### config.mk
export PLATFORM = sky130hd
export DESIGN_NAME = dmem_arbiter
export DESIGN_NICKNAME = d
export VERILOG_FILES = /design/src/rtl/dmem_arbiter.sv
export SDC_FILE = /design/constraint.sdc
export NUM_CORES = 1
export LEC_CHECK = 0
export BUFFER_PORTS_ARGS = -buffer_cell sky130_fd_sc_hd__buf_2
export CAP_MARGIN = 40
export CORE_AREA = 4 4 90 92
export CTS_CLUSTER_DIAMETER = 120
export DETAILED_ROUTE_END_ITERATION = 6
export DIE_AREA = 0 0 94 96
export PLACE_DENSITY = 0.63
export SYNTH_ARGS = -nofsm -noshare
export SYNTH_HDL_FRONTEND = slang
export SYNTH_SLANG_ARGS = --single-unit
export TNS_END_PERCENT = 50
### constraint.sdc
create_clock -name clock -period 1.81 [get_ports clock]
set_input_delay 0.0905 -clock clock [delete_from_list [all_inputs] [get_ports clock]]
set_output_delay 0.0905 -clock clock [all_outputs]
set_load 0.05 [all_outputs]
### src/rtl/dmem_arbiter.sv
// rtl/dmem_arbiter.sv - processor/debug arbiter for a single-port data memory
// Round-robin in IDLE; LOCK gives the debug port a bounded burst of priority grants.
module dmem_arbiter #(
  parameter int ADDR_W   = 12,
  parameter int DATA_W   = 32,
  parameter int LOCK_MAX = 16
) (
  input  logic              clock,
  input  logic              reset,
  input  logic              p_req,
  input  logic              p_wren,
  input  logic [ADDR_W-1:0] p_addr,
  input  logic [DATA_W-1:0] p_data,
  output logic              p_gnt,
  output logic              p_rvalid,
  output logic [DATA_W-1:0] p_q,
  input  logic              d_req,
  input  logic              d_wren,
  input  logic              d_lock,
  input  logic [ADDR_W-1:0] d_addr,
  input  logic [DATA_W-1:0] d_data,
  output logic              d_gnt,
  output logic              d_rvalid,
  output logic [DATA_W-1:0] d_q,
  output logic [ADDR_W-1:0] mem_addr,
  output logic [DATA_W-1:0] mem_data,
  output logic              mem_wren,
  input  logic [DATA_W-1:0] mem_q
);

  typedef enum logic {S_IDLE = 1'b0, S_LOCK = 1'b1} state_t;

  localparam logic [7:0] LMAX = 8'(LOCK_MAX);

  state_t      r_state, w_state_nxt;
  logic        r_lg, w_lg_nxt;
  logic [7:0]  r_lcnt, w_lcnt_nxt;
  logic        r_p_rvalid, r_d_rvalid;
  logic        w_p_gnt, w_d_gnt;

  always_ff @(posedge clock or posedge reset) begin
    if (reset) begin
      r_state    <= S_IDLE;
      r_lg       <= 1'b1;
      r_lcnt     <= 8'd0;
      r_p_rvalid <= 1'b0;
      r_d_rvalid <= 1'b0;
    end else begin
      r_state    <= w_state_nxt;
      r_lg       <= w_lg_nxt;
      r_lcnt     <= w_lcnt_nxt;
      r_p_rvalid <= w_p_gnt & ~p_wren;
      r_d_rvalid <= w_d_gnt & ~d_wren;
    end
  end

  always_comb begin
    w_state_nxt = r_state;
    w_lg_nxt    = r_lg;
    w_lcnt_nxt  = r_lcnt;
    if (w_p_gnt) begin
      w_lg_nxt = 1'b0;
    end else if (w_d_gnt) begin
      w_lg_nxt = 1'b1;
    end
    case (r_state)
      S_IDLE: begin
        // A one-grant burst limit is already exhausted by the entry grant.
        if (w_d_gnt && d_lock && (LMAX > 8'd1)) begin
          w_state_nxt = S_LOCK;
          w_lcnt_nxt  = 8'd1;
        end
      end
      S_LOCK: begin
        if (!d_lock) begin
          w_state_nxt = S_IDLE;
          w_lcnt_nxt  = 8'd0;
        end else if (w_d_gnt) begin
          if ((r_lcnt + 8'd1) >= LMAX) begin
            w_state_nxt = S_IDLE;
            w_lcnt_nxt  = 8'd0;
            w_lg_nxt    = 1'b1;
          end else begin
            w_lcnt_nxt = r_lcnt + 8'd1;
          end
        end
      end
      default: begin
        w_state_nxt = S_IDLE;
        w_lcnt_nxt  = 8'd0;
      end
    endcase
  end

  always_comb begin
    w_p_gnt = 1'b0;
    w_d_gnt = 1'b0;
    if (!reset) begin
      if (r_state == S_LOCK) begin
        w_d_gnt = d_req;
        w_p_gnt = p_req & ~d_req;
      end else if (p_req && d_req) begin
        w_p_gnt = r_lg;
        w_d_gnt = ~r_lg;
      end else begin
        w_p_gnt = p_req;
        w_d_gnt = d_req;
      end
    end
  end

  always_comb begin
    mem_addr = '0;
    mem_data = '0;
    mem_wren = 1'b0;
    if (w_p_gnt) begin
      mem_addr = p_addr;
      mem_data = p_data;
      mem_wren = p_wren;
    end else if (w_d_gnt) begin
      mem_addr = d_addr;
      mem_data = d_data;
      mem_wren = d_wren;
    end
  end

  assign p_gnt    = w_p_gnt;
  assign d_gnt    = w_d_gnt;
  assign p_rvalid = r_p_rvalid;
  assign d_rvalid = r_d_rvalid;
  assign p_q      = mem_q;
  assign d_q      = mem_q;

endmodule

; Word-level counts from Yosys, hierarchy flattened
; Index checks and enable logic that the tools add are counted.
[word_totals]
word_cells = 48
n_memories = 0
out_inout_bits = 113
romBits = 0
register_bits = 12
inputBits = 127
ramBits = 0
latch_bits = 0
[op_classes]
shifts = 0
addsub = 1
order_cmp = 1
bitwise = 8
n_mul = 0
n_reduce_logical = 3
eq_ne = 2
div_mod_pow = 0
mux = 28
[ops]
columns = op, count
row1 = $mux 32, 2
row2 = $mux 8, 4
row3 = $mux 12, 2
row4 = $mux 1, 18
row5 = $pmux 8 s2, 1
row6 = $add 8x1->8 const B, 1
row7 = $ge 8x5->1 const B, 1
row8 = $not 1->1, 5
row9 = $and 1x1->1, 3
row10 = $ne 3x2->1 const B, 1
row11 = $logic_and 1x1->1, 2
row12 = $ne 2x2->1 const B, 1
row13 = $pmux 1 s2, 1
row14 = $reduce_and 2->1, 1

; Longest topological paths before layout
; Gate-level depths: netlist of run 1.
[logic_depth]
ltp_word = 10
ltp_mapped = 6
ltp_nobuf = 6

; Worst setup path after synthesis of run 1
; No wires, ideal clock.
[synth_timing]
path_kind = reg2out
start = register r_lg
end = output mem_addr[10]
arrival_time_ps = 1906
path_slack_ps = -186
path_buffers = 1
path_stages_with_launch = 5
cell_sequence = dfstp_2 > nand2_1 > a21oi_1 > clkbuf_1 > a22o_1
[synth_via]
elab_cells_between_ends = 9
classes_between = mux: 8 / bitwise: 1
[synth_lines]
columns = item, line_no
row1 = "start, declared", 36  ; logic r_lg, w_lg_nxt;
row2 = "start signal, assigned", 50  ; r_lg <= w_lg_nxt;
row3 = $mux 1, 102  ; end else if (p_req && d_req) begin
row4 = $mux 1, 99  ; if (r_state == S_LOCK) begin
row5 = $mux 1, 98  ; if (!reset) begin
row6 = via p_gnt, 14  ; output logic p_gnt,
row7 = $mux 12, 116  ; if (w_p_gnt) begin
row8 = "end, declared", 25  ; output logic [ADDR_W-1:0] mem_addr,
; The timed path passes the listed nets, and every way through them passes these cells.

; Worst setup path in the final report of run 1
[layout_timing]
start = register r_lg
end = output mem_wren
[layout_via]
elab_chain_cells = 6
elab_cells_between_ends = 9
classes_between = mux: 8 / bitwise: 1
[layout_rtl]
columns = item, line_no
row1 = $not 1->1, 104  ; w_d_gnt = ~r_lg;
row2 = $mux 1, 102
row3 = $mux 1, 99
row4 = $mux 1, 98
row5 = $mux 1, 120  ; end else if (w_d_gnt) begin
row6 = $mux 1 *, 116
row7 = "end, declared", 27  ; output logic mem_wren,
; Mark *: on every way between the ends. The rest lies on a longest branch, timed or not.

==> results.json, run 1 <==
{
  "status": "completed",
  "hold_depth": 2,
  "drtIter0Drc": 40,
  "dp.cells": 358,
  "hold_viol": 0,
  "ys_seq_elements": 12,
  "worst_r2r_startpoint": "r_lcnt[0]",
  "start_kind": "flop",
  "finalSetupViolCount": 0,
  "vdd_drop_max_mv": 0.183,
  "io-pin-count": 240,
  "detail_route.vias_per_cell": 4.59,
  "yosys.area_share.simple": 0.0864,
  "regArea_um2": 303,
  "cts_inserted_buffers": 3,
  "insertion_delay_ns": 0.24,
  "p_int_mw": 0.770,
  "rsz0062_at_grt": "true",
  "portBuffers": 143,
  "firstDrtPassIters": 4,
  "antenna_found_initial": 0,
  "synthXorXnorAreaFrac": 0.00565,
  "tightest_slew_ns": 0.275,
  "power_frac_clock": 0.185,
  "crit_chain": "nand2_2 > a21oi_4 > buf_12 > clkbuf_16 > a22o_1 > buf_6",
  "combPwrFrac": 0.600,
  "grt_pass1_wl_mm": 7.57,
  "rows": 31,
  "hp-start": "d_wren",
  "nFillCells": 774,
  "most-common-layout-cells": "buf_2, a22o_1, buf_4, buf_6, nand2_1",
  "ys_types": 28,
  "dpl_cell_area_mm2": 0.00195,
  "die_area_mm2": 0.00902,
  "synthCells": 186,
  "die_w_um": 94,
  "syn2layout_area_growth_pct": 53.1,
  "final_util": 0.329,
  "worstPathArrival_ns": 1.69,
  "maxSlewHeadroom": 0.811,
  "fin_crit_sh": 0.984,
  "fin_cells": 372,
  "path_buf_inv": 3,
  "clock_path_buffers": 2,
  "final_area_mm2": 0.00237,
  "hold_path_class": "in2reg",
  "grt_pass1_vias": 1593,
  "synth_top_family_by_area": "buffers and inverters",
  "drtAntennaViolNets": 0,
  "synth_nets": 314,
  "synth_compound_area_frac": 0.334,
  "clock-sinks": 12,
  "period_minus_slack_ns": 1.78,
  "criticalPathCategory": "reg2out",
  "cts_root_buf": "clkbuf_8",
  "track_usage": 0.107,
  "slowest_delay_ns": 0.57,
  "start_util": 0.215,
  "dpl.hpwl_mm": 4.47,
  "cp.required_ns": 1.72,
  "antennaDiodeCount": 0,
  "route.vias.total": 1707,
  "power_per_cell_area_mw_per_mm2": 578,
  "r2r_cells": 6,
  "cp-end-kind": "output pin",
  "switching_share": 0.438,
  "multi_input_area_um2": 738,
  "final_nets": 402,
  "layout-drive-gt1-share": 0.634,
  "postRouteWirelength_mm": 6.43,
  "drc": 0,
  "cap_violations": 0,
  "gp_congestion": 0.752,
  "synth_area_mm2": 0.00155,
  "syn_area_per_cell_um2": 8.33,
  "max_freq_mhz": 561,
  "report.final.slew_viol_count": 0,
  "synth_adder_area_share": 0.00808,
  "grt_start_max_net_pins": 39,
  "wl_per_cell_um": 17.3,
  "fin_skew_ns": 0.00424,
  "core_mm2": 0.00721,
  "tritoncts": "built",
  "yosysWarningCount": 0,
  "htree_num_levels": 1,
  "crit_cells": 6,
  "cellLeakagePower_nw": 1.26,
  "final_common_cell": "buf_2",
  "synth.area.mux_share": 0.0129,
  "clk_pin_slew_ns": 0.05,
  "cpLargestDelayFamily": "flip-flops",
  "p_sw_mw": 0.600,
  "startpoint": "r_lg",
  "cp_slowest_cell": "dfstp_2",
  "p_seq_frac": 0.215,
  "ys_seq_area_frac": 0.195,
  "die_y_um": 96,
  "grt_overflow_total": 0,
  "path_max_fanout": 10
}
==> layout make-up <==
cell class / instances / area share
repair buffers: 159 / 0.485
well taps: 99 / 0.0522
flip-flops and latches: 12 / 0.128
multi-input cells: 95 / 0.311
inverters: 3 / 0.00475
clock buffers: 4 / 0.0190
==> logic make-up (layout without fill, tap and decap cells) <==
group | after synthesis | in the layout
AO/OA/AOI/OAI | 63 | 63
XOR/XNOR | 1 | 1
adder cells (fa/ha/maj) | 1 | 1
buffers and inverters | 79 | 166
flip-flops | 12 | 12
multiplexers | 2 | 2
AND/OR/NAND/NOR | 28 | 28
==> cell usage after synthesis <==
| master | n | area (µm²) |
|---|---|---|
| a311oi_2 | 1 | 15.0 |
| dfstp_2 | 1 | 26.3 |
| and3_1 | 2 | 12.5 |
| nor3_1 | 2 | 10.0 |
| ha_1 | 1 | 12.5 |
| xor2_1 | 1 | 8.76 |
| nand3_1 | 2 | 10.0 |
| o31ai_1 | 1 | 7.51 |
| dfrtp_1 | 11 | 275 |
| o21ai_0 | 7 | 35.0 |
| buf_4 | 66 | 495 |
| and2_1 | 4 | 25.0 |
| a21boi_1 | 1 | 7.51 |
| a21o_1 | 3 | 22.5 |
| inv_1 | 2 | 7.51 |
| a41o_1 | 1 | 10.0 |
| a31oi_1 | 2 | 12.5 |
| nand3b_1 | 1 | 7.51 |
| a22o_1 | 45 | 394 |
| a31o_1 | 1 | 8.76 |
| nand2_1 | 13 | 48.8 |
| nor2_1 | 2 | 7.51 |
| a21oi_1 | 1 | 5.00 |
| nor2b_1 | 2 | 12.5 |
| mux2i_1 | 2 | 20.0 |
| inv_2 | 1 | 3.75 |
| buf_2 | 8 | 40.0 |
| clkbuf_1 | 2 | 7.51 |
==> registers in the layout (all words and copies together) (netlist names) <==
| register | count |
|---|---|
| r_state | 1 |
| r_lg | 1 |
| r_lcnt | 8 |
| d_rvalid | 1 |
| p_rvalid | 1 |
==> per-stage QoR <==
stage	power [mW]	setup WS [ns]	hold slack (ns)	TNS, ns
global route	1.43	-0.0220	0.0145	-0.168
detailed placement	0.977	0.0722	0.152	0
global placement	0.970	0.101	0.140	0
CTS	1.29	0.000149	0.00819	0
floorplan	1.13	0.0514	-0.0375	0
finish	1.37	0.0284	0.0136	0
==> metal layers <==
metal | wire, µm | up-vias | global-route usage
met3 | 613 | 26 | 0.0305
met5 | 0 | - | 0
li1 | - | 783 | -
met2 | 3260 | 131 | 0.200
met4 | 136 | 0 | 0.0361
met1 | 2420 | 767 | 0.116
==> worst paths after layout <==
| kind | slack (ns) | end |
|---|---|---|
| min in group asynchronous | 0.13 | p_rvalid |
| setup reg to reg | 0.14 | r_lcnt[1] |
| hold reg to reg | 0.53 | r_lcnt[5] |
| max in group asynchronous | 1.44 | r_lg |
| setup / recovery | 0.03 | mem_wren |
| hold / removal | 0.01 | d_rvalid |
==> worst register-to-register path, delay by kind of cell (launching register included) <==
family,cells,cell delay (ns)
adders and majority gates,1,0.24
AOI/OAI and AO/OA,3,0.55
DFF,1,0.40
and+or+nand+nor,2,0.42
==> power by group through the flow <==
stage,combinational (mW),clock [mW],sequential (mW)
after floorplan,0.827,0,0.302
after global placement,0.673,0,0.298
after detailed placement,0.678,0,0.299
after CTS,0.734,0.264,0.294
after global routing,0.860,0.278,0.295
final,0.822,0.253,0.294
==> timing repair <==
item / in CTS / in global routing
hold buffers: 1 / 0
endpoints found under the hold margin: 11 / 0
setup endpoints to repair: 45 / 48
resized for setup: 41 / 43
gates cloned: 1 / 4
pin swaps: 1 / 5
buffers inserted: 2 / 2
Power figures use the tool's default switching activity.
==> run 2, diff against run 1 <==
Settings changed: CORE_AREA 4 4 90 92 to 4 4 91 93, DIE_AREA 0 0 94 96 to 0 0 95 97, PLACE_DENSITY 0.63 to 0.59, SKIP_LAST_GASP from default to 1.
Clock period 1.81 ns to 1.56 ns, I/O delays scaled along.
==> run 2 against run 1 <==
  * The flow now finishes with violations (setup timing)
  * Sequential cell count unchanged
  * Combinational power increased by 20%
  * Highest routed layer unchanged
  * Cell count up 1.3%
  * Global-route usage grew 1.7 points
  * Final area up 2.6%
  * Register-to-register slack worse by 0.22 ns
  * Sequential share of layout area is 0.37 points lower
  * First-iteration DRC count is 70% higher
  * Worst setup slack worse by 0.24 ns
==> results.json, run 2 (synthesized netlist as in run 1, its figures left out) <==
{
  "hold_viol": 0,
  "detail_route.vias_per_cell": 4.46,
  "track_usage": 0.124,
  "hold_slack_ns": 0.0427,
  "firstDrtPassIters": 4,
  "cp-end-kind": "output pin",
  "cap_violations": 0,
  "antennaDiodeCount": 0,
  "io-pin-count": 240,
  "wl_per_cell_um": 16.3,
  "hp-start": "p_wren",
  "final_util": 0.323,
  "drc": 0,
  "largest_register": "r_lcnt",
  "clock-sinks": 12,
  "hold_path_class": "in2reg",
  "finalSetupViolCount": 54,
  "grt_overflow_total": 0,
  "grt_pass1_vias": 1729,
  "antenna_found_initial": 0,
  "hold_depth": 2,
  "maxSlewHeadroom": 0.795,
  "timing.rr.end": "r_lcnt[4]",
  "power_per_cell_area_mw_per_mm2": 686,
  "tritoncts": "built",
  "final_common_cell": "buf_2",
  "die_area_mm2": 0.00922,
  "portBuffers": 143,
  "grt_start_max_net_pins": 33,
  "start_kind": "flop",
  "rows": 32,
  "period_minus_slack_ns": 1.77,
  "largest_reg_flops": 8,
  "syn2layout_area_growth_pct": 57.0,
  "fin_crit_sh": 1.14,
  "cts_root_buf": "clkbuf_8",
  "criticalPathCategory": "reg2out",
  "fin_skew_ns": 0.00252,
  "report.final.slew_viol_count": 0,
  "pre_cts_ws_ns": -0.156,
  "most-common-layout-cells": "buf_2, buf_4, a22o_1",
  "gp_congestion": 0.816,
  "route.vias.total": 1682,
  "nFillCells": 812,
  "max_freq_mhz": 564,
  "die_w_um": 95,
  "drtIter0Drc": 68,
  "htree_num_levels": 1,
  "cts_inserted_buffers": 3,
  "path_max_fanout": 7,
  "holdPathEnd": "p_rvalid",
  "layout-drive-gt1-share": 0.691,
  "violations": "setup timing",
  "vdd_drop_max_mv": 0.242,
  "grt_pass1_wl_mm": 8.94,
  "tightest_slew_ns": 0.308,
  "cp.required_ns": 1.48,
  "rsz0062_at_grt": "true",
  "status": "finished, violations left",
  "r2r_slack_ns": -0.08,
  "r2r_cells": 7,
  "totalPowerFinal_mw": 1.67,
  "core_mm2": 0.00753,
  "clock_path_buffers": 2,
  "start_util": 0.206,
  "tns_ns": -7.75,
  "dpl.hpwl_mm": 4.52,
  "worst_r2r_startpoint": "r_lg",
  "die_y_um": 97,
  "final_nets": 404,
  "worstPathArrival_ns": 1.69,
  "setup_ws_ns": -0.212,
  "drtAntennaViolNets": 0,
  "clk_pin_slew_ns": 0.06,
  "insertion_delay_ns": 0.24,
  "cellLeakagePower_nw": 1.30,
  "postRouteWirelength_mm": 6.13
}
==> run 2: cell count changes in the layout (fill, tap and decap cells not counted), moves of 4 or more <==
cell	delta
a22o_1	-21
buf_4	+11
a22o_4	+4
a22o_2	+17
buf_6	-12
==> run 2: area by class of cell <==
type / instances / area, µm² / share of cell area
clock buffers: 4 / 55.1 / 0.0226
flip-flops and latches: 12 / 302 / 0.124
repair buffers: 161 / 1150 / 0.475
multi-input cells: 95 / 782 / 0.322
inverters: 3 / 11.3 / 0.00463
well taps: 102 / 128 / 0.0525
==> run 2: stage by stage <==
stage               cell area (µm²)  cells
floorplan                      1570    186
global placement               2030    365
detailed placement             2030    365
CTS                            2340    374
global route                   2430    377
finish                         2430    377
==> run 2: worst max-delay path by stage <==
stage                          from      endpoint  slack [ns]
final                          r_lg   mem_data[1]       -0.21
after global routing           r_lg   mem_data[1]       -0.26
after CTS                      r_lg   mem_data[4]       -0.25
after detailed placement  r_lcnt[0]     r_lcnt[1]       -0.16
after global placement    r_lcnt[0]     r_lcnt[1]       -0.08
after floorplan                r_lg  mem_data[14]       -0.07
==> run 2: timing repair <==
action	CTS	global route
endpoints found under the setup margin	51	56
gates cloned	2	1
hold endpoints to repair	12	0
gates resized for setup	58	15
pin swaps	1	14
buffers inserted	1	2
hold buffers	2	0
==> run 2: worst max-delay path, cell delays in order, from the launching register on <==
cell,delay (ns)
dfstp_2,0.53
buf_6,0.10
a311oi_4,0.09
buf_6,0.16
clkbuf_16,0.16
a22o_4,0.25
buf_12,0.15
==> run 2: layer usage <==
metal | up-vias | global-route usage | wire [µm]
li1 | 788 | - | -
met2 | 105 | 0.225 | 3130
met5 | - | 0 | 0
met3 | 21 | 0.0319 | 621
met4 | 0 | 0.0433 | 98
met1 | 768 | 0.136 | 2280
==> run 2: power by group <==
group	internal (mW)	total, mW	leakage, nW	switching, mW
registers	0.327	0.333	0.162	0.00649
logic	0.406	0.986	1.11	0.579
clock network	0.223	0.349	0.0288	0.126
